### config.mk
export PLATFORM = sky130hd
export DESIGN_NAME = spi_counter_slave_rx
export DESIGN_NICKNAME = d
export VERILOG_FILES = /design/src/rtl/spi_counter_slave_rx.sv
export SDC_FILE = /design/constraint.sdc
export NUM_CORES = 1
export LEC_CHECK = 0
export CORE_ASPECT_RATIO = 0.9
export CORE_MARGIN = 5
export CORE_UTILIZATION = 50
export DETAILED_ROUTE_END_ITERATION = 8
export PLACE_DENSITY = 0.74
export SLEW_MARGIN = 20
export SYNTH_ARGS = -nofsm -noshare
export SYNTH_HDL_FRONTEND = slang
export SYNTH_SLANG_ARGS = --single-unit
export TNS_END_PERCENT = 30
### constraint.sdc
create_clock -name clk -period 1.6 [get_ports clk]
set_input_delay 0.24 -clock clk [delete_from_list [all_inputs] [get_ports clk]]
set_output_delay 0.24 -clock clk [all_outputs]
set_load 0.01 [all_outputs]
### src/rtl/spi_counter_slave_rx.sv
// SPI mode-0 slave receiver: rebuilds a 14-bit counter from a 2-byte SS-framed transfer.
// Optional macro SPI_RX_PAD_CHECK_EN rejects frames whose high-byte pad bits [7:6] are nonzero.
`timescale 1ns/1ps
module spi_counter_slave_rx #(
  parameter int unsigned SYNC_STAGES = 2
) (
  input  logic        clk,
  input  logic        reset,
  input  logic        sclk,
  input  logic        mosi,
  input  logic        ss,
  output logic        miso,
  output logic [13:0] o_counter,
  output logic        o_valid,
  output logic        o_frame_err,
  output logic        o_busy
);

  typedef enum logic [1:0] {IDLE, RX_HIGH, RX_LOW, WAIT_END} state_t;

`ifdef SPI_RX_PAD_CHECK_EN
  localparam logic PAD_CHECK = 1'b1;
`else
  localparam logic PAD_CHECK = 1'b0;
`endif

  logic [SYNC_STAGES-1:0] sclk_sync, ss_sync, mosi_sync, fill;
  logic sclk_prev, ss_prev;
  logic sclk_s, ss_s, mosi_s;
  logic sclk_rise, ss_fall, ss_rise;
  logic armed, overrun, pad_ok;
  state_t state;
  logic [6:0] shift;
  logic [2:0] bit_cnt;
  logic [7:0] high_reg, low_reg;

  assign miso = 1'b0;

  assign sclk_s = sclk_sync[SYNC_STAGES-1];
  assign ss_s   = ss_sync[SYNC_STAGES-1];
  assign mosi_s = mosi_sync[SYNC_STAGES-1];

  assign sclk_rise = sclk_s & ~sclk_prev;
  assign ss_fall   = ~ss_s & ss_prev;
  assign ss_rise   = ss_s & ~ss_prev;

  assign pad_ok = !PAD_CHECK || (high_reg[7:6] == 2'b00);

  always_ff @(posedge clk or posedge reset) begin
    if (reset) begin
      sclk_sync <= '0;
      ss_sync   <= '1;
      mosi_sync <= '0;
      fill      <= '0;
      sclk_prev <= 1'b0;
      ss_prev   <= 1'b1;
      armed     <= 1'b0;
    end else begin
      sclk_sync <= {sclk_sync[SYNC_STAGES-2:0], sclk};
      ss_sync   <= {ss_sync[SYNC_STAGES-2:0], ss};
      mosi_sync <= {mosi_sync[SYNC_STAGES-2:0], mosi};
      fill      <= {fill[SYNC_STAGES-2:0], 1'b1};
      sclk_prev <= sclk_s;
      ss_prev   <= ss_s;
      // Arm only on a real sampled ss high, not the reset value still flushing out of the chain.
      if (fill[SYNC_STAGES-1] && ss_s) armed <= 1'b1;
    end
  end

  always_ff @(posedge clk or posedge reset) begin
    if (reset) begin
      state       <= IDLE;
      shift       <= '0;
      bit_cnt     <= '0;
      high_reg    <= '0;
      low_reg     <= '0;
      overrun     <= 1'b0;
      o_counter   <= '0;
      o_valid     <= 1'b0;
      o_frame_err <= 1'b0;
      o_busy      <= 1'b0;
    end else begin
      o_valid     <= 1'b0;
      o_frame_err <= 1'b0;
      if (ss_rise) begin
        // ss_rise outranks a coincident sclk_rise, so that bit is dropped.
        if (state == WAIT_END && !overrun && pad_ok) begin
          o_counter <= {high_reg[5:0], low_reg};
          o_valid   <= 1'b1;
        end else if (state != IDLE) begin
          o_frame_err <= 1'b1;
        end
        state   <= IDLE;
        o_busy  <= 1'b0;
        overrun <= 1'b0;
      end else begin
        case (state)
          IDLE: begin
            if (ss_fall && armed) begin
              shift   <= '0;
              bit_cnt <= '0;
              o_busy  <= 1'b1;
              state   <= RX_HIGH;
            end
          end
          RX_HIGH: begin
            if (sclk_rise) begin
              shift   <= {shift[5:0], mosi_s};
              bit_cnt <= bit_cnt + 3'd1;
              if (bit_cnt == 3'd7) begin
                high_reg <= {shift, mosi_s};
                bit_cnt  <= '0;
                state    <= RX_LOW;
              end
            end
          end
          RX_LOW: begin
            if (sclk_rise) begin
              shift   <= {shift[5:0], mosi_s};
              bit_cnt <= bit_cnt + 3'd1;
              if (bit_cnt == 3'd7) begin
                low_reg <= {shift, mosi_s};
                bit_cnt <= '0;
                state   <= WAIT_END;
              end
            end
          end
          WAIT_END: begin
            if (sclk_rise) overrun <= 1'b1;
          end
          default: state <= IDLE;
        endcase
      end
    end
  end

endmodule

==> out/qor.txt <==
Dominant register cell in the synthesized netlist: sky130_fd_sc_hd__dfrtp_1
Slowest library cell on the worst path: sky130_fd_sc_hd__or4_4
Period utilization: 106.0%
CP startpoint kind: flip-flop
Minimum setup slack among reg-to-reg paths: -100 ps
Worst Setup End Kind: flip-flop
CP arrival: 1930 ps
Failing checks: setup timing
Final Net Count: 219
Portion of the post-synthesis area used by sequential elements: 60.01%
Wire length of the first global-routing pass: 7638 um
Antenna cell count: 0
Run status: finished, violations left
Die height: 74.34 um
Yosys cell types: 34
Flip-flop count of the largest register after layout: 14
Worst-Skew Late Latency: 310 ps
Wire per inst: 16.80 um
Die outline area: 6058 um^2
Pre-CTS worst setup slack: -149.9 ps
Pleak: 1.463 nW
Endpoint of the most critical register-to-register path: shift[4]
Routed wire length: 4535 um
IO Port Bufs: 21
Share of flip-flops with an asynchronous set or reset: 100.0%
Pins Over Slew Limit: 0
Total congestion overflow after global routing: 0
Clock tree from TritonCTS: yes
Total Neg Setup Slack: -1094 ps
Unrepaired setup endpoints after global routing: true
R2R cell count: 5
Final non-filler cell total: 270
Post-synthesis cell area: 2300 um^2
Final setup violation count: 18
Initial standard-cell utilization of the core: 51.56%
Number of synthesized flops with an enable pin: 0
Delay of the slowest cell on the worst path: 620 ps
Remaining antenna violation count: 0
Number of nets in the synthesized netlist: 178
Top cell type's share of synthesized area: 56.58%
Cell area after layout: 2947 um^2
Number of standard cells after synthesis: 166
Cell Area, Placed: 2721 um^2
Number of cells after detailed placement: 261
Biggest area consumer among synthesized cells: sky130_fd_sc_hd__dfrtp_1
Worst reg2reg path startpoint: state[1]
Largest net degree at the start of global routing: 30
CTS Root Cell: sky130_fd_sc_hd__clkbuf_8
Worst min-delay path class: in -> async
Synth Warn #: 0
Number of buffers created by CTS: 5
DRC: 0
Max-capacitance violation count: 0
Row count: 23
CTS HTree Levels: 2
Most common cell in the synthesized netlist: sky130_fd_sc_hd__dfrtp_1
Maximum net fanout on the critical path: 8
Biggest area contributors in the synthesized netlist: sky130_fd_sc_hd__dfrtp_1 (57%), sky130_fd_sc_hd__mux2_2 (14%), sky130_fd_sc_hd__mux2i_1 (3.9%)
Layout cell share with drive strength beyond 1: 38.94%
Synth cell count leaders: sky130_fd_sc_hd__dfrtp_1 (52), sky130_fd_sc_hd__mux2_2 (29), sky130_fd_sc_hd__inv_1 (11), sky130_fd_sc_hd__mux2i_1 (9), sky130_fd_sc_hd__o21ai_0 (9)
Number of global-route vias before repair: 1564
Violation count after the first detailed-route iteration: 103
Minimum clock period: 1697 ps
Clock sinks: 55
Routed vias: 1413
Required arrival time at the worst endpoint: 1840 ps
Chip Width: 81.49 um
Post-DP HPWL: 3108 um
First drt pass iteration count: 4
Top-level port count: 23
Global placement routability congestion: 0.8623
Min setup slack post-route: -96.61 ps
Cts-stage hold buffer count: 0
Maximum clock path buffer count: 2
Max VDD drop: 637.8 uV
Maximum frequency from static timing analysis: 0.5894 GHz
Post-CTS clock slew at the launch and capture registers of the worst setup and hold paths: 100 ps
Crit Path Class: reg -> reg
Average size of a mapped cell: 13.85 um^2
Cells traversed along the worst timing path: inv_2 -> ha_4 -> and2_4 -> or4_4 -> mux2i_1
Area inside the core boundary: 4461 um^2
Per-cell via count in the routed design: 5.233
Synthesis-to-layout area growth: 28.13%
Power per cell area: 1022 nW/um^2
Antenna violations before repair: 0
Synth Register Bits: 55
Total global routing track utilization: 16.93%
Number of endpoints with negative hold slack in the final report: 0
Clock skew: 8.843 ps
-- routing by layer --
layer / vias to the layer above / wire length, um / global-route usage [%] / part of all wire, %
met5: - / 0 / 0 / 0
met1: 728 / 1890 / 19.94 / 42
met4: 0 / 85 / 6.191 / 1.9
met3: 10 / 170 / 4.358 / 3.7
met2: 26 / 2389 / 29.93 / 53
li1: 649 / - / - / -
-- stage by stage --
stage          utilization (%)  hold WS [ps]  total power [W]
6_report                 66.06         219.1         0.003011
5_1_grt                  66.06         242.1         0.003159
4_1_cts                  64.29         224.9         0.002991
3_5_place_dp             61.01         337.1         0.002190
3_3_place_gp             61.01         333.7         0.002158
2_1_floorplan                -         244.5         0.001937
-- area by class of cell --
cell class                 count  area (um^2)
fill                         309         1514
sequential                    55         1380
multi-input combinational     93        962.2
timing repair buffer          41        397.9
tap                           62        77.57
clock buffer                   5        68.82
inverter                      11        41.29
clock inverter                 3        18.77
-- worst max-delay path: cells and delay by family, from the launching register on --
| family | cells | cell delay, ps |
|---|---|---|
| simple gates | 2 | 760 |
| fa+ha+maj | 1 | 170 |
| buf+inv | 1 | 70 |
| mux | 1 | 210 |
| flops | 1 | 410 |
-- where the power goes --
part / leakage (nW) / total (W) / switching (W) / internal, W
combinational: 0.683 / 0.000720 / 0.000350 / 0.000370
clock: 0.0483 / 0.000762 / 0.000453 / 0.000309
sequential: 0.732 / 0.00153 / 0.0000624 / 0.00147
total: 1.46 / 0.00301 / 0.000865 / 0.00215
-- timing repair --
action / in CTS / in global routing
buffers inserted: 1 / 0
pin swaps: 5 / 3
endpoints found under the setup margin: 27 / 40
resized for setup: 14 / 16
-- placed cells by master, fill, tap and decap left out, types with 2 or more instances in the layout --
cell                              count
sky130_fd_sc_hd__o21ai_0              9
sky130_fd_sc_hd__mux2i_1              9
sky130_fd_sc_hd__nor2_1               6
sky130_fd_sc_hd__mux2_4              14
sky130_fd_sc_hd__buf_4               17
sky130_fd_sc_hd__inv_1                8
sky130_fd_sc_hd__clkinv_2             2
sky130_fd_sc_hd__nand2_1              3
sky130_fd_sc_hd__ha_4                 3
sky130_fd_sc_hd__conb_1               2
sky130_fd_sc_hd__and3b_1              2
sky130_fd_sc_hd__clkdlybuf4s50_1     21
sky130_fd_sc_hd__mux2_2              15
sky130_fd_sc_hd__ha_1                 3
sky130_fd_sc_hd__a21oi_1              2
sky130_fd_sc_hd__dfrtp_1             52
sky130_fd_sc_hd__dfstp_2              3
sky130_fd_sc_hd__clkbuf_8             5
sky130_fd_sc_hd__buf_12               3
sky130_fd_sc_hd__a31oi_1              2
sky130_fd_sc_hd__inv_2                3
sky130_fd_sc_hd__o41ai_2              2
-- worst max-delay path by stage --
stage	cells past startpoint	end	from
2_1_floorplan	7	bit_cnt[0]	state[0]
3_3_place_gp	5	high_reg[5]	bit_cnt[0]
5_1_grt	5	shift[4]	state[1]
3_5_place_dp	5	high_reg[5]	bit_cnt[0]
4_1_cts	5	bit_cnt[0]	state[1]
6_report	5	shift[4]	state[1]
-- logic make-up (layout without fill, tap and decap cells) --
group	after synthesis	after routing	synth area share, %
flip-flops	55	55	60.01
AO/OA/AOI/OAI	21	21	6.312
AND/OR/NAND/NOR	25	25	7.073
other	2	2	0.3266
buffers and inverters	18	60	4.352
multiplexers	38	38	18.12
adder cells (fa/ha/maj)	7	7	3.808
Power figures use the tool's default switching activity.
